File: config.mk
export PLATFORM = sky130hd
export DESIGN_NAME = issue_scoreboard_flat
export DESIGN_NICKNAME = d
export VERILOG_FILES = /design/src/rtl/issue_scoreboard_pkg.sv /design/src/rtl/issue_scoreboard_if.sv /design/src/rtl/issue_scoreboard_sb_regcnt.sv /design/src/rtl/issue_scoreboard.sv /design/src/flat_wrapper.sv
export SDC_FILE = /design/constraint.sdc
export NUM_CORES = 1
export LEC_CHECK = 0
export CAP_MARGIN = 40
export CORE_ASPECT_RATIO = 2
export CORE_UTILIZATION = 39
export DETAILED_ROUTE_END_ITERATION = 16
export GPL_ROUTABILITY_DRIVEN = 0
export GPL_TIMING_DRIVEN = 0
export PLACE_DENSITY = 0.61
export SETUP_SLACK_MARGIN = 0.05
export SLEW_MARGIN = 20
export SYNTH_ARGS = -nofsm -noshare
export SYNTH_HDL_FRONTEND = slang
export SYNTH_HIERARCHICAL = 1
export SYNTH_SLANG_ARGS = --single-unit
File: constraint.sdc
create_clock -name clk -period 4.9 [get_ports clk]
set_clock_uncertainty 0.05 [all_clocks]
set_input_delay 0.98 -clock clk [delete_from_list [all_inputs] [get_ports clk]]
set_output_delay 0.98 -clock clk [all_outputs]
set_load 0.05 [all_outputs]
File: src/rtl/issue_scoreboard_pkg.sv
// Shared types and defaults for the decode-stage issue scoreboard.
// Holds the FSM encoding, the counter type and the retire/kill slot record.
package issue_scoreboard_pkg;

    localparam int SB_NREG   = 32;
    localparam int SB_CNT_W  = 2;
    localparam int SB_PERF_W = 32;
    localparam int SB_REG_W  = 5;

    typedef enum logic [1:0] {
        ST_RUN      = 2'd0,
        ST_CSR_WAIT = 2'd1,
        ST_DRAIN    = 2'd2
    } sb_state_t;

    typedef logic [SB_CNT_W-1:0] sb_cnt_t;

    typedef struct packed {
        logic                valid;
        logic                wen;
        logic                iscsr;
        logic [SB_REG_W-1:0] dst;
    } kill_slot_t;

    // True when a completing/squashed slot releases one write to register r.
    function automatic logic slot_hits(kill_slot_t s, logic [SB_REG_W-1:0] r);
        return s.valid & s.wen & (s.dst == r);
    endfunction

endpackage

File: src/rtl/issue_scoreboard_if.sv
// Decode/writeback/branch-kill bundle seen by the issue scoreboard.
// master = pipeline side driving requests, slave = the scoreboard.
interface issue_scoreboard_if #(
    parameter int NREG   = 32,
    parameter int PERF_W = 32
);
    logic              issue_valid;
    logic [4:0]        issue_ra1;
    logic [4:0]        issue_ra2;
    logic              issue_use1;
    logic              issue_use2;
    logic [4:0]        issue_dst;
    logic              issue_wen;
    logic              issue_iscsr;
    logic              issue_fence;
    logic              issue_ready;
    logic              retire_valid;
    logic              retire_wen;
    logic              retire_iscsr;
    logic [4:0]        retire_dst;
    logic              flush;
    logic              kill0_valid;
    logic              kill0_wen;
    logic              kill0_iscsr;
    logic [4:0]        kill0_dst;
    logic              kill1_valid;
    logic              kill1_wen;
    logic              kill1_iscsr;
    logic [4:0]        kill1_dst;
    logic [NREG-1:0]   busy_vec;
    logic [PERF_W-1:0] stall_cycles;
    logic              sb_err;

    modport master (
        output issue_valid, issue_ra1, issue_ra2, issue_use1, issue_use2,
               issue_dst, issue_wen, issue_iscsr, issue_fence,
               retire_valid, retire_wen, retire_iscsr, retire_dst, flush,
               kill0_valid, kill0_wen, kill0_iscsr, kill0_dst,
               kill1_valid, kill1_wen, kill1_iscsr, kill1_dst,
        input  issue_ready, busy_vec, stall_cycles, sb_err
    );

    modport slave (
        input  issue_valid, issue_ra1, issue_ra2, issue_use1, issue_use2,
               issue_dst, issue_wen, issue_iscsr, issue_fence,
               retire_valid, retire_wen, retire_iscsr, retire_dst, flush,
               kill0_valid, kill0_wen, kill0_iscsr, kill0_dst,
               kill1_valid, kill1_wen, kill1_iscsr, kill1_dst,
        output issue_ready, busy_vec, stall_cycles, sb_err
    );
endinterface

File: src/rtl/issue_scoreboard_sb_regcnt.sv
// One per-register in-flight write counter: one increment, up to three
// decrements per cycle, clamped to [0, MAX], flagging underflow.
module sb_regcnt #(
    parameter int CNT_W = 2
) (
    input  logic             clk,
    input  logic             rst_n,
    input  logic             inc_i,
    input  logic [2:0]       dec_i,
    output logic [CNT_W-1:0] cnt_o,
    output logic             uflow_o
);
    localparam logic [CNT_W+1:0] MAX_W = {2'b00, {CNT_W{1'b1}}};

    logic [CNT_W-1:0] cnt_q;
    logic [CNT_W-1:0] cnt_d;
    logic [CNT_W+1:0] up_s;
    logic [CNT_W+1:0] ndec_s;
    logic [CNT_W+1:0] net_s;

    // Net change with two guard bits so clamping sees the true result.
    always_comb begin
        up_s    = {2'b00, cnt_q} + (CNT_W+2)'(inc_i);
        ndec_s  = (CNT_W+2)'(dec_i[0]) + (CNT_W+2)'(dec_i[1]) + (CNT_W+2)'(dec_i[2]);
        net_s   = up_s - ndec_s;
        uflow_o = (up_s < ndec_s);
        if (uflow_o) begin
            cnt_d = '0;
        end else if (net_s > MAX_W) begin
            cnt_d = {CNT_W{1'b1}};
        end else begin
            cnt_d = net_s[CNT_W-1:0];
        end
    end

    // Counter register.
    always_ff @(posedge clk or negedge rst_n) begin
        if (!rst_n) begin
            cnt_q <= '0;
        end else begin
            cnt_q <= cnt_d;
        end
    end

    assign cnt_o = cnt_q;

endmodule

File: src/rtl/issue_scoreboard.sv
// Decode-stage issue controller: per-GPR in-flight write counters for RAW
// hazards plus a CSR/fence serialising FSM, stall counter and underflow flag.
module issue_scoreboard
    import issue_scoreboard_pkg::*;
#(
    parameter int NREG   = SB_NREG,
    parameter int CNT_W  = SB_CNT_W,
    parameter int PERF_W = SB_PERF_W
) (
    input  logic             clk,
    input  logic             reset,
    issue_scoreboard_if.slave sb
);
    localparam logic [CNT_W-1:0] CNT_MAX = {CNT_W{1'b1}};

    logic [CNT_W-1:0]  cnt_s [NREG];
    logic [NREG-1:0]   busy_s;
    logic [NREG-1:0]   uflow_s;
    kill_slot_t        ret_s;
    kill_slot_t        k0_s;
    kill_slot_t        k1_s;
    logic              raw_s;
    logic              sat_s;
    logic              any_busy_s;
    logic              fence_block_s;
    logic              csr_done_s;
    logic              ready_s;
    logic              fire_s;
    sb_state_t         state_q;
    sb_state_t         state_d;
    logic [PERF_W-1:0] stall_q;
    logic [PERF_W-1:0] stall_d;
    logic              err_q;
    logic              err_d;

    assign ret_s = {sb.retire_valid, sb.retire_wen, sb.retire_iscsr, sb.retire_dst};
    assign k0_s  = {sb.kill0_valid, sb.kill0_wen, sb.kill0_iscsr, sb.kill0_dst};
    assign k1_s  = {sb.kill1_valid, sb.kill1_wen, sb.kill1_iscsr, sb.kill1_dst};

    // x0 is never tracked, so its counter reads as permanently empty.
    assign cnt_s[0]   = '0;
    assign busy_s[0]  = 1'b0;
    assign uflow_s[0] = 1'b0;

    for (genvar r = 1; r < NREG; r++) begin : g_cnt
        sb_regcnt #(.CNT_W(CNT_W)) u_cnt (
            .clk     (clk),
            .rst_n   (reset),
            .inc_i   (fire_s & sb.issue_wen & (sb.issue_dst == SB_REG_W'(r))),
            .dec_i   ({slot_hits(k1_s, SB_REG_W'(r)),
                       slot_hits(k0_s, SB_REG_W'(r)),
                       slot_hits(ret_s, SB_REG_W'(r))}),
            .cnt_o   (cnt_s[r]),
            .uflow_o (uflow_s[r])
        );
        assign busy_s[r] = |cnt_s[r];
    end

    // Readiness depends only on registered counters/state and decode inputs.
    always_comb begin
        raw_s = (sb.issue_use1 & (sb.issue_ra1 != 5'd0) & (cnt_s[sb.issue_ra1] != '0))
              | (sb.issue_use2 & (sb.issue_ra2 != 5'd0) & (cnt_s[sb.issue_ra2] != '0));
        sat_s = sb.issue_wen & (sb.issue_dst != 5'd0) & (cnt_s[sb.issue_dst] == CNT_MAX);
        any_busy_s    = |busy_s;
        fence_block_s = sb.issue_valid & sb.issue_fence & any_busy_s;
        csr_done_s    = (ret_s.valid & ret_s.iscsr) | (k0_s.valid & k0_s.iscsr)
                      | (k1_s.valid & k1_s.iscsr);
        ready_s = (state_q == ST_RUN) & ~sb.flush & ~raw_s & ~sat_s & ~fence_block_s;
        fire_s  = sb.issue_valid & ready_s;
    end

    // Serialising FSM next state plus perf/error next values.
    always_comb begin
        state_d = state_q;
        case (state_q)
            ST_RUN: begin
                if (fire_s & sb.issue_iscsr) begin
                    state_d = ST_CSR_WAIT;
                end else if (fence_block_s) begin
                    state_d = ST_DRAIN;
                end else begin
                    state_d = ST_RUN;
                end
            end
            ST_CSR_WAIT: begin
                if (csr_done_s) begin
                    state_d = ST_RUN;
                end else begin
                    state_d = ST_CSR_WAIT;
                end
            end
            ST_DRAIN: begin
                if (~any_busy_s | sb.flush) begin
                    state_d = ST_RUN;
                end else begin
                    state_d = ST_DRAIN;
                end
            end
            default: state_d = ST_RUN;
        endcase
        if (sb.issue_valid & ~ready_s & ~sb.flush) begin
            stall_d = stall_q + PERF_W'(1);
        end else begin
            stall_d = stall_q;
        end
        err_d = err_q | (|uflow_s);
    end

    // State, stall counter and sticky error registers.
    always_ff @(posedge clk or negedge reset) begin
        if (!reset) begin
            state_q <= ST_RUN;
            stall_q <= '0;
            err_q   <= 1'b0;
        end else begin
            state_q <= state_d;
            stall_q <= stall_d;
            err_q   <= err_d;
        end
    end

    assign sb.issue_ready  = ready_s;
    assign sb.busy_vec     = busy_s;
    assign sb.stall_cycles = stall_q;
    assign sb.sb_err       = err_q;

endmodule

File: src/flat_wrapper.sv
// flat-port wrapper written by rule: the top's interface ports become plain ports
module issue_scoreboard_flat import issue_scoreboard_pkg::*;
#(
    parameter int NREG   = SB_NREG,
    parameter int CNT_W  = SB_CNT_W,
    parameter int PERF_W = SB_PERF_W
)
  (clk, reset, sb_issue_valid, sb_issue_ra1, sb_issue_ra2, sb_issue_use1, sb_issue_use2, sb_issue_dst, sb_issue_wen, sb_issue_iscsr, sb_issue_fence, sb_retire_valid, sb_retire_wen, sb_retire_iscsr, sb_retire_dst, sb_flush, sb_kill0_valid, sb_kill0_wen, sb_kill0_iscsr, sb_kill0_dst, sb_kill1_valid, sb_kill1_wen, sb_kill1_iscsr, sb_kill1_dst, sb_issue_ready, sb_busy_vec, sb_stall_cycles, sb_sb_err);
  issue_scoreboard_if #(.NREG(NREG), .PERF_W(PERF_W)) sb_i ();
  input  logic clk;
  input  logic reset;
  input wire logic [$bits(sb_i.issue_valid)-1:0] sb_issue_valid;
  input wire logic [$bits(sb_i.issue_ra1)-1:0] sb_issue_ra1;
  input wire logic [$bits(sb_i.issue_ra2)-1:0] sb_issue_ra2;
  input wire logic [$bits(sb_i.issue_use1)-1:0] sb_issue_use1;
  input wire logic [$bits(sb_i.issue_use2)-1:0] sb_issue_use2;
  input wire logic [$bits(sb_i.issue_dst)-1:0] sb_issue_dst;
  input wire logic [$bits(sb_i.issue_wen)-1:0] sb_issue_wen;
  input wire logic [$bits(sb_i.issue_iscsr)-1:0] sb_issue_iscsr;
  input wire logic [$bits(sb_i.issue_fence)-1:0] sb_issue_fence;
  input wire logic [$bits(sb_i.retire_valid)-1:0] sb_retire_valid;
  input wire logic [$bits(sb_i.retire_wen)-1:0] sb_retire_wen;
  input wire logic [$bits(sb_i.retire_iscsr)-1:0] sb_retire_iscsr;
  input wire logic [$bits(sb_i.retire_dst)-1:0] sb_retire_dst;
  input wire logic [$bits(sb_i.flush)-1:0] sb_flush;
  input wire logic [$bits(sb_i.kill0_valid)-1:0] sb_kill0_valid;
  input wire logic [$bits(sb_i.kill0_wen)-1:0] sb_kill0_wen;
  input wire logic [$bits(sb_i.kill0_iscsr)-1:0] sb_kill0_iscsr;
  input wire logic [$bits(sb_i.kill0_dst)-1:0] sb_kill0_dst;
  input wire logic [$bits(sb_i.kill1_valid)-1:0] sb_kill1_valid;
  input wire logic [$bits(sb_i.kill1_wen)-1:0] sb_kill1_wen;
  input wire logic [$bits(sb_i.kill1_iscsr)-1:0] sb_kill1_iscsr;
  input wire logic [$bits(sb_i.kill1_dst)-1:0] sb_kill1_dst;
  output wire logic [$bits(sb_i.issue_ready)-1:0] sb_issue_ready;
  output wire logic [$bits(sb_i.busy_vec)-1:0] sb_busy_vec;
  output wire logic [$bits(sb_i.stall_cycles)-1:0] sb_stall_cycles;
  output wire logic [$bits(sb_i.sb_err)-1:0] sb_sb_err;
  assign sb_i.issue_valid = sb_issue_valid;
  assign sb_i.issue_ra1 = sb_issue_ra1;
  assign sb_i.issue_ra2 = sb_issue_ra2;
  assign sb_i.issue_use1 = sb_issue_use1;
  assign sb_i.issue_use2 = sb_issue_use2;
  assign sb_i.issue_dst = sb_issue_dst;
  assign sb_i.issue_wen = sb_issue_wen;
  assign sb_i.issue_iscsr = sb_issue_iscsr;
  assign sb_i.issue_fence = sb_issue_fence;
  assign sb_i.retire_valid = sb_retire_valid;
  assign sb_i.retire_wen = sb_retire_wen;
  assign sb_i.retire_iscsr = sb_retire_iscsr;
  assign sb_i.retire_dst = sb_retire_dst;
  assign sb_i.flush = sb_flush;
  assign sb_i.kill0_valid = sb_kill0_valid;
  assign sb_i.kill0_wen = sb_kill0_wen;
  assign sb_i.kill0_iscsr = sb_kill0_iscsr;
  assign sb_i.kill0_dst = sb_kill0_dst;
  assign sb_i.kill1_valid = sb_kill1_valid;
  assign sb_i.kill1_wen = sb_kill1_wen;
  assign sb_i.kill1_iscsr = sb_kill1_iscsr;
  assign sb_i.kill1_dst = sb_kill1_dst;
  assign sb_issue_ready = sb_i.issue_ready;
  assign sb_busy_vec = sb_i.busy_vec;
  assign sb_stall_cycles = sb_i.stall_cycles;
  assign sb_sb_err = sb_i.sb_err;
  issue_scoreboard #(.NREG(NREG), .CNT_W(CNT_W), .PERF_W(PERF_W)) u_core (.clk(clk), .reset(reset), .sb(sb_i));
endmodule
==> flow_summary.yaml, run 1 <==
run_status:
  outcome: "complete, but fails checks"
  violations: "negative setup slack"
power_and_ir_drop:
  intPower_mw: 2.462
  powerDensity_nw_per_um2: 334.8
  switching_share_pct: 46.20
  p_leak_nw: 6.101
  irDropWorstVdd_uv: 205.2
  p_comb_share_pct: 48.3
  p_seq_share_pct: 34.4
  p_clk_share_pct: 17.3
  totalPowerFinal_mw: 4.575
  p_sw_mw: 2.114
critical_path:
  critPathSlowestCell: "or4_4"
  cp.required_ns: 5.10
  cp_max_fo: 7
  path_class: "input pin to flip-flop"
  worstPathArrival_ns: 5.22
  critical_path.endpoint_type: "flip-flop"
  r2r_slack_ns: -0.12
  worstPathBufferInverterCount: 4
  start_kind: "input pin"
  cpPeakStageDelay_ns: 0.60
  crit_chain: "buf_6 -> mux4_2 -> nand4_1 -> nand4b_1 -> or4_4 -> nor3_4 -> buf_12 -> nand3_4 -> buf_12 -> nor2_4 -> ha_4 -> ha_1 -> inv_1 -> fa_2 -> ha_4 -> nor4_4 -> nand4_1 -> or2_4"
  crit_family: "simple AND/OR/NAND/NOR gates"
final_layout:
  layout-drive-gt1-share_pct: 16.99
  nets: 1593
  n_antenna_cell: 0
  area_delta_synth_final_pct: 26.54
  nFillCells: 2608
  final-instance-count-excl-fill: 1678
logic_synthesis:
  syn_area_um2: 10800
  yosys.area.top_type: "dfrtp_1"
  synth_fa_ha_area_share_pct: 31.72
  synth.avg_cell_area_um2: 9.122
  ys_types: 61
  ys_dominant_reg_cell: "dfrtp_1"
  synth_xor_area_share_pct: 2.514
  synth_nets: 1450
  synth-seq-area-share_pct: 22.47
  muxShareOfSynthArea_pct: 2.468
  synth-seq-cells: 97
  synth_most_common_cell: "inv_1"
  synth-simple-area-share_pct: 23.62
  synthTopCellsByCount: "178 x inv_1, 149 x nor2_1, 125 x ha_1"
  synth_top_family_by_area: "adder cells"
  syn_inst: 1184
  ys_warn_count: 6
  synth_edf_count: 0
  synth_compound_area_share_pct: 9.523
  synthTopCellsByArea: "dfrtp_1 22%, fa_1 17%, ha_1 14%, inv_1 6.2%, nor2_1 5.2%"
  synth-async-reset-ratio_pct: 100.0
  synth_top_cell_area_share_pct: 22.47
route:
  post-route-drc-count: 0
  ant_nets: 0
  detail_route.wl_per_cell_um: 23.32
  routed_via_density: 5.900
  dr.pass1.iters: 7
  drtIter0Drc: 495
  finalWirelength_um: 39130
  dr_total_vias: 9900
sta:
  fmax_ghz: 0.1991
  min_period_over_period_pct: 102.5
  min_period_ns: 5.023
  setup_viol: 1
  setup_slack_ns: -0.1227
  tightest_slew_ns: 0.6671
  relSlewSlack_pct: 55.39
  hold_viol_final: 0
  fin_setup_tns_ns: -0.1227
  rsz0062_at_grt: "yes"
  finalMaxSlewViolations: 0
  holdWs_ns: 0.4322
global_route:
  first_global_vias: 10670
  antenna_found_initial: 0
  grt.overflow.total: 0
  grt_pass1_wl_um: 59350
  grt_max_degree: 58
  grt_usage_pct: 28.40
job:
  max_cap_viol_count: 0
die:
  die_area_um2: 28400
  std_cell_rows: 85
  die_x_um: 119.7
  io-pin-count: 114
  initial_utilization_pct: 39.98
  die_y_um: 237.3
  core-area_um2: 27010
clocking:
  cts_root_buf: "clkbuf_16"
  cts_tree: "built"
  cts.path.max_buffers: 2
  cts.clk_slew.worst_paths_ns: 0.07
  cts_made_buffers: 9
  clock_latency_ns: 0.38
  htree_levels: 3
  clock-sinks: 97
place:
  dp_hpwl_um: 31510
  place_ws_ns: -2.116
  dp_cells: 1636
  port-buffer-count: 103
hold_path:
  hp-class: "flip-flop to flip-flop"
==> placed cells by master, fill, tap and decap left out, types with 11 or more instances in the layout <==
cell type / synthesis / final
clkdlybuf4s50_1: 0 / 92
nor2_2: 0 / 12
or2_2: 13 / 12
nand3_1: 28 / 28
nor2b_1: 14 / 14
a311oi_1: 45 / 36
ha_2: 0 / 13
dfrtp_1: 97 / 87
a21oi_1: 13 / 11
fa_1: 93 / 83
nand2_1: 62 / 61
nand4_1: 13 / 13
a31oi_1: 23 / 21
ha_4: 0 / 21
nand2b_1: 12 / 12
and3b_1: 46 / 46
buf_4: 4 / 31
nor2_1: 149 / 129
nor4_1: 38 / 25
xor2_1: 26 / 26
clkbuf_1: 21 / 15
inv_1: 178 / 171
ha_1: 125 / 91
nor3_1: 51 / 51
==> final cells by class <==
| class | instances | area [µm²] | share of cell area, % |
|---|---|---|---|
| flip-flops and latches | 97 | 2440 | 17.85 |
| well taps | 348 | 435.4 | 3.186 |
| repair buffers | 132 | 1287 | 9.420 |
| clock buffers | 9 | 225.2 | 1.648 |
| multi-input cells | 875 | 8293 | 60.68 |
| inverters | 179 | 679.4 | 4.971 |
| clock inverters | 5 | 82.58 | 0.6042 |
| plain buffers | 33 | 224.0 | 1.639 |
==> per-layer routing <==
layer / GRT usage [%] / up-vias / wire, µm / part of all wire, %
li1: - / 4415 / - / -
met1: 25.85 / 4871 / 12220 / 31
met2: 51.39 / 422 / 20590 / 53
met3: 3.503 / 192 / 1559 / 4.0
met4: 30.27 / 0 / 4767 / 12
met5: 0 / - / 0 / 0
==> worst paths after layout <==
kind | startpoint | endpoint | cells after the start
max in group asynchronous | reset | u_core/g_cnt[8].u_cnt/cnt_o[0] | 2
min in group asynchronous | reset | u_core/sb.stall_cycles[29] | 1
setup reg to reg | u_core/g_cnt[28].u_cnt/cnt_o[0] | u_core/sb.sb_err | 18
hold reg to reg | u_core/sb.stall_cycles[31] | u_core/sb.stall_cycles[31] | 1
setup / recovery | sb_issue_dst[0] | u_core/sb.sb_err | 18
hold / removal | u_core/sb.stall_cycles[31] | u_core/sb.stall_cycles[31] | 1
==> state kept, by name, indices dropped and copies added, names as in the netlist <==
signal and cells:
u_core/sb.stall_cycles 32, u_core/g_cnt.u_cnt/cnt_o 62, u_core/state_q 2, u_core/sb.sb_err 1
==> per-stage QoR <==
| stage | utilization [%] | area, µm² |
|---|---|---|
| after floorplan | - | 10850 |
| after global placement | 45.60 | 12320 |
| after detailed placement | 45.71 | 12350 |
| after CTS | 48.74 | 13170 |
| after global routing | 50.59 | 13670 |
| final | 50.59 | 13670 |
==> cells by family after synthesis <==
family          after synthesis
mux                          16
xor+xnor                     31
simple gates                478
buf+inv                     212
flops                        97
compound gates              131
other cells                   1
fa+ha+maj                   218
==> power groups by stage <==
stage	Combinational [mW]	Clock, mW	Sequential, mW
after floorplan	1.35	0	1.39
after global placement	1.93	0	1.54
after detailed placement	2.00	0	1.54
after CTS	2.10	0.816	1.54
after global routing	2.44	0.832	1.59
final	2.21	0.790	1.57
==> repair_timing <==
| item | 4_1_cts | 5_1_grt |
|---|---|---|
| hold buffers | 0 | 0 |
| pin swaps | 24 | 35 |
| gates resized for setup | 115 | 95 |
| gates cloned | 1 | 0 |
| endpoints found under the setup margin | 64 | 30 |
| buffers inserted | 19 | 8 |
Power figures use the tool's default switching activity.
==> inputs of run 2 (changes only) <==
--- a/config.mk
+++ b/config.mk
@@ -8,6 +8,7 @@
 export CAP_MARGIN = 40
 export CORE_ASPECT_RATIO = 2
 export CORE_UTILIZATION = 39
+export CTS_CLUSTER_SIZE = 30
 export DETAILED_ROUTE_END_ITERATION = 16
 export GPL_ROUTABILITY_DRIVEN = 0
 export GPL_TIMING_DRIVEN = 0
==> results of run 2 <==
No change in the layout: final DEF, timing and power equal those of run 1.
